File: src/rtl/cmp_share_arbiter.sv
// Round-robin arbiter sharing one eight_bit_comparator among NREQ requesters.
// Optional macro CMP_SHARE_SIGNED_EN selects a two's-complement compare.

module eight_bit_comparator (
  input  logic [7:0] a_i,
  input  logic [7:0] b_i,
  input  logic       less_i,
  input  logic       equal_i,
  input  logic       more_i,
  output logic       less_o,
  output logic       equal_o,
  output logic       more_o
);
  // Equal operands pass the cascade inputs through.
  always_comb begin
    less_o  = less_i;
    equal_o = equal_i;
    more_o  = more_i;
    if (a_i < b_i) begin
      less_o  = 1'b1;
      equal_o = 1'b0;
      more_o  = 1'b0;
    end else if (a_i > b_i) begin
      less_o  = 1'b0;
      equal_o = 1'b0;
      more_o  = 1'b1;
    end
  end
endmodule

module cmp_share_arbiter #(
  parameter int NREQ = 4,
  parameter int IDW  = 2
) (
  input  logic              clk,
  input  logic              rst_n,
  input  logic [NREQ-1:0]   req,
  input  logic [8*NREQ-1:0] a_bus,
  input  logic [8*NREQ-1:0] b_bus,
  output logic [NREQ-1:0]   gnt,
  output logic              res_valid,
  input  logic              res_ready,
  output logic [IDW-1:0]    res_id,
  output logic              out_less,
  output logic              out_equal,
  output logic              out_more
);

  logic [NREQ-1:0] gnt_q, gnt_d;
  logic [IDW-1:0]  ptr_q;
  logic            s1_v_q, s1_v_d;
  logic [7:0]      s1_a_q, s1_b_q;
  logic [IDW-1:0]  s1_id_q;
  logic            res_valid_q, res_valid_d;
  logic [IDW-1:0]  res_id_q;
  logic            res_less_q, res_equal_q, res_more_q;

  logic            res_hold, s1_stall, res_load;
  logic [NREQ-1:0] eligible;
  logic            win;
  logic [IDW-1:0]  win_idx, cand;
  logic [7:0]      sel_a, sel_b, cmp_a, cmp_b;
  logic            cmp_less, cmp_equal, cmp_more;

  assign res_hold = res_valid_q & ~res_ready;
  assign s1_stall = s1_v_q & res_hold;
  assign res_load = s1_v_q & ~res_hold;
  // A requester granted last cycle is masked so a held req is not re-granted back to back.
  assign eligible = req & ~gnt_q;

  // NOTE: every variable written here gets a default first, so no latch is inferred.
  always_comb begin
    win     = 1'b0;
    win_idx = '0;
    cand    = '0;
    for (int k = 1; k <= NREQ; k++) begin
      cand = IDW'((32'(ptr_q) + k) % NREQ);
      if (!win && eligible[cand]) begin
        win     = 1'b1;
        win_idx = cand;
      end
    end
    if (s1_stall) win = 1'b0;

    gnt_d = '0;
    sel_a = '0;
    sel_b = '0;
    for (int i = 0; i < NREQ; i++) begin
      if (win && win_idx == IDW'(i)) begin
        gnt_d[i] = 1'b1;
        sel_a    = a_bus[8*i +: 8];
        sel_b    = b_bus[8*i +: 8];
      end
    end

    s1_v_d      = win | s1_stall;
    res_valid_d = res_valid_q;
    if (res_load)       res_valid_d = 1'b1;
    else if (res_ready) res_valid_d = 1'b0;
  end

`ifdef CMP_SHARE_SIGNED_EN
  // Flipping the sign bit maps two's-complement order onto unsigned order.
  assign cmp_a = {~s1_a_q[7], s1_a_q[6:0]};
  assign cmp_b = {~s1_b_q[7], s1_b_q[6:0]};
`else
  assign cmp_a = s1_a_q;
  assign cmp_b = s1_b_q;
`endif

  eight_bit_comparator u_cmp (
    .a_i     (cmp_a),
    .b_i     (cmp_b),
    .less_i  (1'b0),
    .equal_i (1'b1),
    .more_i  (1'b0),
    .less_o  (cmp_less),
    .equal_o (cmp_equal),
    .more_o  (cmp_more)
  );

  // NOTE: state uses non-blocking assignments; datapath registers are reset too
  // so outputs read zero out of reset.
  always_ff @(posedge clk or negedge rst_n) begin
    if (!rst_n) begin
      gnt_q       <= '0;
      ptr_q       <= IDW'(NREQ - 1);
      s1_v_q      <= 1'b0;
      s1_a_q      <= '0;
      s1_b_q      <= '0;
      s1_id_q     <= '0;
      res_valid_q <= 1'b0;
      res_id_q    <= '0;
      res_less_q  <= 1'b0;
      res_equal_q <= 1'b0;
      res_more_q  <= 1'b0;
    end else begin
      gnt_q       <= gnt_d;
      s1_v_q      <= s1_v_d;
      res_valid_q <= res_valid_d;
      if (win) begin
        ptr_q   <= win_idx;
        s1_a_q  <= sel_a;
        s1_b_q  <= sel_b;
        s1_id_q <= win_idx;
      end
      if (res_load) begin
        res_id_q    <= s1_id_q;
        res_less_q  <= cmp_less;
        res_equal_q <= cmp_equal;
        res_more_q  <= cmp_more;
      end
    end
  end

  assign gnt       = gnt_q;
  assign res_valid = res_valid_q;
  assign res_id    = res_id_q;
  assign out_less  = res_less_q;
  assign out_equal = res_equal_q;
  assign out_more  = res_more_q;

endmodule

File: config.mk
export PLATFORM = sky130hd
export DESIGN_NAME = cmp_share_arbiter
export DESIGN_NICKNAME = d
export VERILOG_FILES = /design/src/rtl/cmp_share_arbiter.sv
export SDC_FILE = /design/constraint.sdc
export NUM_CORES = 1
export LEC_CHECK = 0
export ABC_AREA = 1
export BUFFER_PORTS_ARGS = -buffer_cell sky130_fd_sc_hd__buf_2
export CAP_MARGIN = 15
export CELL_PAD_IN_SITES_DETAIL_PLACEMENT = 1
export CELL_PAD_IN_SITES_GLOBAL_PLACEMENT = 1
export CORE_MARGIN = 4
export CORE_UTILIZATION = 31
export CTS_CLUSTER_DIAMETER = 150
export CTS_CLUSTER_SIZE = 8
export DETAILED_ROUTE_END_ITERATION = 8
export PLACE_DENSITY = 0.76
export SYNTH_ARGS = -nofsm -noshare
export SYNTH_HDL_FRONTEND = slang
export SYNTH_SLANG_ARGS = --single-unit
export TNS_END_PERCENT = 100
File: constraint.sdc
create_clock -name clk -period 1.9 [get_ports clk]
set_input_delay 0.38 -clock clk [delete_from_list [all_inputs] [get_ports clk]]
set_output_delay 0.38 -clock clk [all_outputs]
set_load 0.01 [all_outputs]
* Yosys cells after proc, flatten, opt, wreduce, memory -nomap -nowiden
Index checks and enable logic that the tools add are counted.
Word-level totals: bits in registers 31, bits of input ports 71
Cells by class: order comparisons 6, equality and inequality tests 3, reduce and logical (&&, ||, !) cells 12, multiplexer cells 36, bitwise logic cells 8, add/sub/neg operators 4
Operator list (count):
- 8-bit 2-to-1 mux | 8
- 1-bit 2-to-1 mux | 20
- 2-bit by 3-bit < comparator with 1-bit output, second input constant | 4
- 1-bit binary-select mux with 2-bit select | 4
- 8-bit greater-than comparator | 1
- 8-bit < comparator | 1
- 2-bit 2-to-1 mux | 4
- 1-bit logical AND | 7
- 2-bit by 1-bit adder with 2-bit output, second input constant | 2
- 2-bit adder, second input constant | 2
- 4-bit AND | 1
- 2-bit == test, second input constant | 2
- 4-bit inverter | 1
- 1-bit AND | 3
- 1-bit zero test | 3
- 2-bit by 1-bit == test with 1-bit output, second input constant | 1
- 2-bit zero test | 1
- 1-bit inverter | 2
- 2-bit nonzero test | 1
- 1-bit OR | 1

* Longest topological paths before layout
Gate-level depths: netlist (run 1).
word-level depth 20, gate-level depth with buffers 15, depth with buffers taken out 14

* Modules after synthesis
Synthesis (run 1) repeated with hierarchy kept, for this count alone.
Second synthesis, totals: cell total of the unflattened synthesis 328, area, all modules 2414.8 um^2
By module, submodules not included:
- cmp_share_arbiter | sequential area each 778.2 um^2, times used 1, area an instance 2149.6 um^2, cells an instance 285
- eight_bit_comparator | sequential area each 0.0 um^2, times used 1, area an instance 265.3 um^2, cells an instance 43

* Least setup slack after synthesis (run 1)
OpenSTA, ideal clock, no wires.
kind register to register, from register ptr_q[0], to register s1_a_q[1] (netlist: cmp_a[1]), slack -15 ps, data required time 1775 ps, arrival 1790 ps, stages on the path, launching flop included 15, cells stage by stage dfstp_2 > inv_2 > nand3_2 > nand3_1 > nand2_2 > nand2_1 > nor2_2 > nand3_2 > nand2_2 > inv_2 > buf_4 > nand4_1 > nand2_1 > nor2_1 > nand3_2
On the way: word-level cells in the longest chain between the ends 19
Ends and longest elaborated chain:
- from (decl) | line 50 | logic [IDW-1:0] ptr_q;
- from (signal assigned) | line 127 | ptr_q <= IDW'(NREQ - 1);
- from (signal assigned) | line 142 | ptr_q <= win_idx;
- 2-bit by 1-bit adder with 2-bit output | line 77 | cand = IDW'((32'(ptr_q) + k) % NREQ);
- 1-bit binary-select mux with 2-bit select | line 78 | if (!win && eligible[cand]) begin
- 1-bit 2-to-1 mux (not written as such) | line 78
- 1-bit 2-to-1 mux | line 78
- 1-bit zero test | line 78
- 1-bit logical AND | line 78
- 1-bit 2-to-1 mux | line 78
- 1-bit zero test | line 78
- 1-bit logical AND | line 78
- 1-bit 2-to-1 mux | line 78
- 1-bit zero test | line 78
- 1-bit logical AND | line 78
- 1-bit 2-to-1 mux or 2-bit 2-to-1 mux (tied branches) | line 78
- 1-bit 2-to-1 mux or 2-bit zero test (tied branches) | line 83, 89
- 1-bit logical AND | line 89 | if (win && win_idx == IDW'(i)) begin
- 8-bit 2-to-1 mux (4 in series) | line 89
- to (signal assigned) | line 143 | s1_a_q <= sel_a;
- to (decl) | line 52 | logic [7:0] s1_a_q, s1_b_q;
Several ways; a longest one is shown, not always the timed one. The select of a mux whose other input is x is not followed. A chain may end at the register's enable or synchronous reset.

* Final worst setup path (run 1)
from register ptr_q[0], to register s1_a_q[2] (netlist: cmp_a[2])
The elaborated chain is that of the path after synthesis.

==> metrics.cfg, run 1 <==
[min_path]
min_path_type = input pin to async pin

[floorplan]
rows = 30
ios = 81
initial_utilization_pct = 32.6
die_h_um = 93.5
die_w_um = 93.5
die-area_um2 = 8750
core_um2 = 6940

[worst_setup_path]
cp.required_ns = 2.14
reg2reg_to = cmp_a[2]$_DFFE_PN0P_
cp.arrival_ns = 2.48
cp-startpoint = ptr_q[0]$_DFFE_PN1P_
r2r_start = ptr_q[0]$_DFFE_PN1P_
critPathLaunchType = flop
path_class = flop to flop
crit_fanout = 8
endpoint_kind = flop
reg2reg_depth = 13
r2r_slack_ns = -0.34

[timing]
clock_skew_ns = 0.00561
layout_setup_ws_ns = -0.341
rsz0062_at_grt = yes
maxSlewHeadroom_pct = 50.6
worst_pin_slew_ns = 0.741
finalHoldViolCount = 0
fin_crit_sh_pct = 118
fmax_mhz = 446
setup_viol = 24
fin_crit_ns = 2.24
slew_viol_final = 0

[placement]
dp_hpwl_mm = 5.77
dp_slack_ns = -0.308
dp.cells = 497
io_buffers = 80
place.gp.congestion = 0.807

[logic_synthesis]
syn-cell-area_um2 = 2270
synth_area_per_cell_um2 = 7.24
synth.most_common_cell = nand2_1
synth_edf_count = 0
ys_ff_latch = 31
syn_nets = 392
yosysWarningCount = 0
postSynth.asyncResetShare_pct = 100
ys_top_cells_by_count = nand2_1 (76), inv_1 (36), nor2_1 (34)
synthCells = 313
synth_top_cell_area_share_pct = 32.0
synthFlopType = dfrtp_1
ys_types = 30
synthTopCellsByArea = dfrtp_1 (32%), nand2_1 (13%), nand3_1 (7.3%), nand3_2 (6.6%), inv_1 (6.0%)
synth_seq_area_share_pct = 34.3
yosys.area.top_type = dfrtp_1

[global_routing]
grt_pass1_wl_mm = 13.0
grt_usage_pct = 18.7
grt.overflow.total = 0
grt_max_degree = 32
grt_pass1_vias = 2705
antenna_found_initial = 0

[drt]
vias = 2462
drt_iter0_markers = 105
drt-total-wl_mm = 8.24
drc_errors = 0
via_per_inst = 4.77
firstDrtPassIters = 6
postRouteAntennaNets = 0
routedWlPerCell_um = 16.0

[clock_tree]
clockBufferDepth = 2
worstSkewPairLatency_ns = 0.30
cts_tree = yes
cts_sinks = 31
path_clk_slew_ns = 0.07
cts_buffers = 5
cts-root-buf = clkbuf_8
cts_max_level = 2

[layout]
syn2layout_area_growth_pct = 45.3
nFillCells = 893
fin_nets = 498
diodes = 0
fin_util_pct = 47.4
final_cells = 516
layout-drive-gt1-share_pct = 44.8

[pwr]
p_leak_nw = 1.80
p_per_area_nw_per_um2 = 2050
total_power_w = 0.00675
peakVddDrop_mv = 0.663

[run]
cap_viol_max_count = 0

[outcome]
failed_checks = setup timing
outcome = finished, violations left

sequential cells by signal (all words and copies together), names as in the netlist:
register / cells
s1_id_q: 2
cmp_a: 8
gnt: 4
out_less: 1
res_valid: 1
res_id: 2
ptr_q: 2
out_equal: 1
out_more: 1
s1_v_q: 1
cmp_b: 8
layer usage:
layer / wire (um) / up-vias / track usage, %
met5: 0 / - / 0
met4: 166 / 0 / 5.01
met3: 313 / 14 / 2.74
met2: 4160 / 66 / 32.1
met1: 3600 / 1156 / 24.4
li1: - / 1226 / -
power breakdown:
group          switching (W)  internal, W  total [W]
clock network       0.000279     0.000330   0.000609
registers           0.000211      0.00101    0.00122
logic                0.00298      0.00194    0.00492
worst max-delay path, stage by stage, from the launching register on:
cell	delay [ns]
dfstp_2	0.64
inv_6	0.09
nand3_4	0.10
nand3_2	0.10
nand2_4	0.13
nand2_4	0.08
nor2_4	0.15
nand3_4	0.12
a21oi_4	0.20
inv_2	0.09
nor2_8	0.18
buf_12	0.17
nand2_2	0.06
nand3_2	0.06
worst max path at each step:
stage,endpoint,slack (ns),cells after the start
2_1_floorplan,cmp_a[0]$_DFFE_PN0P_,0.02,15
3_3_place_gp,cmp_a[0]$_DFFE_PN0P_,-0.22,13
3_5_place_dp,cmp_a[0]$_DFFE_PN0P_,-0.31,13
4_1_cts,cmp_a[2]$_DFFE_PN0P_,-0.25,13
5_1_grt,cmp_b[0]$_DFFE_PN0P_,-0.48,12
6_report,cmp_a[2]$_DFFE_PN0P_,-0.34,13
logic make-up after synthesis:
logic type / count (synthesis) / synth area share (%)
buffers and inverters: 53 / 10.8
AOI/OAI and AO/OA: 24 / 6.95
adders and majority gates: 8 / 4.42
and+or+nand+nor: 197 / 43.5
DFF: 31 / 34.3
layout by cell type, fill, tap and decap left out:
cell type   count
nor2_8          1
buf_6           5
inv_6           1
a21oi_4         1
nand2_1        65
inv_2           4
nor3_1          1
nor2_2          5
o21bai_4        1
dfstp_2         2
o21a_1          1
inv_8           1
dfrtp_1        29
buf_12          4
a31oi_1         1
nand3_2        16
nor2_4          4
a21boi_1        1
nor2_1         28
a21oi_2         2
nor3_2          2
nand3_4         5
nand3_1        27
a22o_1          1
clkbuf_8        7
nand4_1        18
o21ai_1         2
o21ai_0         4
a21oi_1         9
buf_4          21
clkinvlp_4      1
inv_1          36
ha_1            8
buf_2          80
nand2_2        17
nand2_4         8
o211ai_1        1
timing repair:
action / in CTS / in global routing
endpoints found under the setup margin: 21 / 24
pin swaps: 10 / 3
setup buffers: 8 / 3
resized for setup: 41 / 12
hold buffers: 0 / 0
metrics by stage:
step	hold slack, ns	area [um2]	setup TNS, ns
after floorplan	0.0844	2280	0
after detailed placement	0.468	2890	-4.40
after global routing	0.199	3290	-9.01
final	0.143	3290	-5.85
after CTS	0.171	3220	-3.98
after global placement	0.461	2890	-2.79
cell type report:
type | instances | area (um2) | area share (%)
multi-input cells | 229 | 1430 | 43.3
flip-flops and latches | 31 | 778 | 23.6
repair buffers | 110 | 694 | 21.1
inverters | 42 | 170 | 5.17
well taps | 96 | 120 | 3.65
clock buffers | 7 | 96.3 | 2.92
clock inverters | 1 | 7.51 | 0.228
(Power assumes the default switching activity.)
==> run 2, diff against run 1 <==
--- a/config.mk
+++ b/config.mk
@@ -16,4 +16,5 @@
 export CTS_CLUSTER_SIZE = 8
 export DETAILED_ROUTE_END_ITERATION = 8
+export MAX_ROUTING_LAYER = met4
 export PLACE_DENSITY = 0.76
 export SYNTH_ARGS = -nofsm -noshare
==> constraint.sdc (replaced) <==
create_clock -name clk -period 1.9 [get_ports clk]
set_input_delay 0.38 -clock clk [delete_from_list [all_inputs] [get_ports clk]]
set_output_delay 0.38 -clock clk [all_outputs]
set_load 0.05 [all_outputs]
==> metrics.cfg, run 2 (synthesized netlist as in run 1, its figures left out) <==
[clock_tree]
clockBufferDepth = 2
cts_max_level = 2
cts_tree = yes
cts-root-buf = clkbuf_8
worstSkewPairLatency_ns = 0.28
cts_sinks = 31
hold_buffers = 0
path_clk_slew_ns = 0.07
cts_buffers = 5

[timing]
hold_slack_ns = 0.134
finalHoldViolCount = 0
clock_skew_ns = 0.00842
fmax_mhz = 462
worst_pin_slew_ns = 0.702
layout_setup_ws_ns = -0.265
rsz0062_at_grt = yes
setup_viol = 21
fin_crit_ns = 2.16
fin_crit_sh_pct = 114
maxSlewHeadroom_pct = 53.2
slew_viol_final = 0

[placement]
io_buffers = 80
dp.cells = 498
dp_hpwl_mm = 5.80
place.gp.congestion = 0.775

[layout]
fin_util_pct = 45.8
syn2layout_area_growth_pct = 40.2
layout-drive-gt1-share_pct = 45.9
fin_nets = 492
final_common_cell = buf_2
nFillCells = 903
final_cells = 510
final_cell_mix = buf_2 (80), nand2_1 (66), inv_1 (36)
diodes = 0

[outcome]
outcome = finished, violations left
failed_checks = setup timing

[global_routing]
grt.overflow.total = 0
grt_max_degree = 32
antenna_found_initial = 0
grt_usage_pct = 18.4
gr-usage-met3_pct = 2.09
grt_pass1_vias = 2653
grt_busiest_layer = met2
use_met1_pct = 24.0
grt_pass1_wl_mm = 12.6
use_met2_pct = 30.4

[run]
cap_viol_max_count = 0

[floorplan]
ios = 81
die-area_um2 = 8750
die_h_um = 93.5
core_um2 = 6940
rows = 30
initial_utilization_pct = 32.6
die_w_um = 93.5

[pwr]
total_power_w = 0.00650
p_leak_nw = 1.73
peakVddDrop_mv = 0.768
p_per_area_nw_per_um2 = 2050

[drt]
vias = 2413
drt-total-wl_mm = 7.30
postRouteAntennaNets = 0
via_per_inst = 4.73
drc_errors = 0
firstDrtPassIters = 4
drt_iter0_markers = 53
routedWlPerCell_um = 14.3

[worst_setup_path]
cp.required_ns = 2.08
crit_fanout = 7
cp.arrival_ns = 2.35
critPathLaunchType = flop
r2r_slack_ns = -0.26
endpoint_kind = flop
path_class = flop to flop

[min_path]
min_path_type = input pin to async pin

-- run 2: changes by cell type in the layout (fill, tap and decap cells not counted), sizes merged --
cell,change
buf,-6
-- run 2: critical path, stage by stage, from the launching register on --
cell,delay (ns)
dfstp_2,0.64
nand2_1,0.10
nand2_2,0.11
nand3_1,0.10
nand2_2,0.10
nand3_2,0.11
o21bai_4,0.26
a21oi_4,0.07
buf_4,0.14
buf_4,0.13
o21ai_1,0.06
nand3_1,0.11
nand2_1,0.09
nand2_1,0.05
-- run 2: worst paths after layout --
check | startpoint | endpoint | cells after the start
worst max-delay path | ptr_q[0]$_DFFE_PN1P_ | cmp_b[3]$_DFFE_PN0P_ | 13
worst min-delay path | rst_n | cmp_b[2]$_DFFE_PN0P_ | 1
worst max register to register | ptr_q[0]$_DFFE_PN1P_ | cmp_b[3]$_DFFE_PN0P_ | 13
worst min register to register | res_id[1]$_DFFE_PN0P_ | res_id[1]$_DFFE_PN0P_ | 2
max in group asynchronous | rst_n | gnt[2]$_DFF_PN0_ | 1
min in group clk | b_bus[26] | cmp_b[2]$_DFFE_PN0P_ | 3
-- run 2: stage by stage --
| stage | setup slack (ns) | cell area [um2] | setup TNS (ns) |
|---|---|---|---|
| after floorplan | 0.00541 | 2280 | 0 |
| after global placement | -0.176 | 2920 | -2.31 |
| after detailed placement | -0.252 | 2920 | -3.34 |
| after CTS | -0.185 | 3110 | -2.82 |
| after global routing | -0.378 | 3180 | -6.85 |
| final | -0.265 | 3180 | -3.94 |
-- run 2: area by class of cell --
cell class / count / area [um2] / area share [%]
repair buffers: 104 / 638 / 20.1
clock inverters: 1 / 7.51 / 0.236
clock buffers: 7 / 96.3 / 3.03
well taps: 96 / 120 / 3.78
inverters: 42 / 165 / 5.19
flip-flops and latches: 31 / 783 / 24.6
multi-input cells: 229 / 1370 / 43.1
-- run 2: metal layers --
layer,share of wire (%),wire [um],vias up
li1,-,-,1212
met1,46,3380,1135
met2,50,3620,62
met3,3.4,251,4
met4,0.66,48,0
met5,0,0,-
-- run 2: timing repair --
action                     in CTS  in global routing
resized for setup              21                 17
setup endpoints to repair      21                 24
buffers inserted                2                  2
pin swaps                       2                  1
-- run 2: power by group --
part           internal (W)  switching [W]  total (W)
clock              0.000330       0.000266   0.000595
sequential          0.00101       0.000209    0.00122
combinational       0.00176        0.00293    0.00469
==> run 3, diff against run 2 <==
- ABC_AREA: 1 -> default
- CORE_UTILIZATION: 31 -> 33
==> metrics.cfg, run 3 <==
[floorplan]
initial_utilization_pct = 34.4
die_h_um = 87.3
die-area_um2 = 7620
rows = 28
ios = 81
core_um2 = 6030
die_w_um = 87.3

[timing]
slew_viol_final = 0
fin_crit_ns = 1.84
fin_crit_sh_pct = 96.7
finalHoldViolCount = 0
hold_slack_ns = 0.131
setup_viol = 0
fmax_mhz = 544
rsz0062_at_grt = no
maxSlewHeadroom_pct = 53.4
clock_skew_ns = 0.00389
worst_pin_slew_ns = 0.698
layout_setup_ws_ns = 0.0625

[worst_setup_path]
cp.arrival_ns = 2.00
path_class = flop to flop
critPathMaxStageDelay_ns = 0.42
crit_chain = nand2b_4 > buf_12 > a21oi_2 > o32ai_4 > buf_12 > buf_4 > a221oi_2 > o22ai_1
r2r_start = gnt[1]$_DFF_PN0_
reg2reg_to = cmp_a[3]$_DFFE_PN0P_
crit_fanout = 13
slowest_stage = dfrtp_2
worst_path_most_repeated_cell = buf_12
r2r_slack_ns = 0.06
critPathLaunchType = flop
endpoint_kind = flop
cp-startpoint = gnt[1]$_DFF_PN0_
cp.required_ns = 2.07
reg2reg_depth = 8

[run]
cap_viol_max_count = 0

[clock_tree]
cts_max_level = 2
worstSkewPairLatency_ns = 0.29
clockBufferDepth = 2
cts_tree = yes
cts-root-buf = clkbuf_8
cts_sinks = 31
cts_buffers = 5
path_clk_slew_ns = 0.07
hold_buffers = 0

[outcome]
outcome = completed

[layout]
stdcell_area_um2 = 2860
fin_util_pct = 47.4
final_common_cell = buf_2
final_cell_mix = buf_2 (80), dfrtp_1 (27), nor2_1 (17)
multi_input_area_um2 = 1190
syn2layout_area_growth_pct = 37.6
fin_nets = 363
layout-drive-gt1-share_pct = 48.4
nFillCells = 714
diodes = 0
area.sequential_um2 = 781

[placement]
place_area_um2 = 2570
place.gp.congestion = 0.795
dp_hpwl_mm = 4.50
io_buffers = 80
dp_slack_ns = -0.137

[drt]
vias = 1884
dr_wl_met2_mm = 3.16
via_per_inst = 5.23
postRouteAntennaNets = 0
wl_met3_um = 342
top_layer_used = met4
routedWlPerCell_um = 17.4
drc_errors = 0
drt-total-wl_mm = 6.28
firstDrtPassIters = 4
drt_iter0_markers = 38
drt-met1-wl_mm = 2.65

[logic_synthesis]
synth.most_common_cell = dfrtp_1
postSynth.asyncResetShare_pct = 100
ys_types = 46
synth_area_per_cell_um2 = 10.7
synthCells = 193
synthTopCellsByArea = dfrtp_1 (35%), mux2i_1 (6.8%), a221oi_2 (6.5%), ha_1 (4.8%), o22ai_1 (4.5%)
yosys.area.top_type = dfrtp_1
ys_ff_latch = 31
ys_top_cells_by_count = dfrtp_1 (29), nor2_1 (17), o22ai_1 (15)
syn_nets = 272
synth_top_cell_area_share_pct = 35.0
syn-cell-area_um2 = 2070
synth_seq_area_share_pct = 37.5
synthFlopType = dfrtp_1
synth_edf_count = 0
yosysWarningCount = 0

[min_path]
min_path_type = input pin to async pin

[pwr]
p_leak_nw = 1.37
p_per_area_nw_per_um2 = 1530
peakVddDrop_mv = 0.705

[global_routing]
grt_usage_pct = 17.9
grt_pass1_vias = 2019
grt.overflow.total = 0
grt_pass1_wl_mm = 10.2
antenna_found_initial = 0
grt_max_degree = 32

## run 3: cell count changes after synthesis, sizes merged, moves of 15 or more
cell	change
inv	-30
nand4	-15
nand2	-80
nand3	-45
nor2	-21
o22ai	+15
## run 3: kinds of logic (layout without fill, tap and decap cells)
| kind of cell | after synthesis | in the layout | share of synthesized area [%] |
|---|---|---|---|
| adder cells (fa/ha/maj) | 8 | 8 | 4.83 |
| AO/OA/AOI/OAI | 59 | 59 | 26.9 |
| AND/OR/NAND/NOR | 52 | 52 | 13.8 |
| multiplexers | 18 | 18 | 9.11 |
| buffers and inverters | 25 | 117 | 7.90 |
| flip-flops | 31 | 31 | 37.5 |
## run 3: metal layers
| metal | track usage (%) | vias to the layer above |
|---|---|---|
| met5 | - | - |
| met4 | 7.81 | 0 |
| met3 | 3.41 | 8 |
| met2 | 29.7 | 61 |
| met1 | 20.9 | 911 |
| li1 | - | 904 |
## run 3: final cells by class
class                           count  area share (%)
Clock inverter                      2            1.23
Inverter                           12            1.58
Clock buffer                        6            2.89
Timing Repair Buffer               97            22.1
Sequential cell                    31            27.3
Tap cell                           75            3.29
Multi-Input combinational cell    137            41.5
## run 3: per-stage QoR
| stage | power (W) | std cells | TNS [ns] |
|---|---|---|---|
| final | 0.00437 | 360 | 0 |
| after floorplan | 0.00289 | 193 | 0 |
| after global placement | 0.00331 | 346 | -0.0125 |
| after detailed placement | 0.00341 | 346 | -0.737 |
| after global routing | 0.00471 | 360 | 0 |
| after CTS | 0.00430 | 360 | 0 |
## run 3: worst max path at each step
stage	to	slack, ns	cells past startpoint
final	cmp_a[3]$_DFFE_PN0P_	0.06	8
after global routing	cmp_b[5]$_DFFE_PN0P_	0.02	6
after CTS	cmp_b[5]$_DFFE_PN0P_	0.01	6
after detailed placement	cmp_b[5]$_DFFE_PN0P_	-0.14	6
after global placement	cmp_b[3]$_DFFE_PN0P_	-0.01	6
after floorplan	cmp_b[2]$_DFFE_PN0P_	0.007	7
## run 3: what timing repair did
| action | in CTS | in global routing |
|---|---|---|
| setup endpoints to repair | 9 | 13 |
| resized for setup | 0 | 10 |
| pin swaps | 2 | 7 |
| buffers inserted | 6 | 0 |
| gates cloned | 0 | 1 |
## run 3: report_power, final
part,total [W],switching (W),internal (W)
combinational,0.00250,0.00134,0.00116
clock,0.000689,0.000265,0.000424
sequential,0.00119,0.000222,0.000966
total,0.00437,0.00183,0.00255
## run 3: critical path, delay by kind of cell (launching register included)
family	cells	cell delay, ns
AO/OA/AOI/OAI	4	0.68
buffers and inverters	3	0.45
flip-flops	1	0.42
AND/OR/NAND/NOR	1	0.16
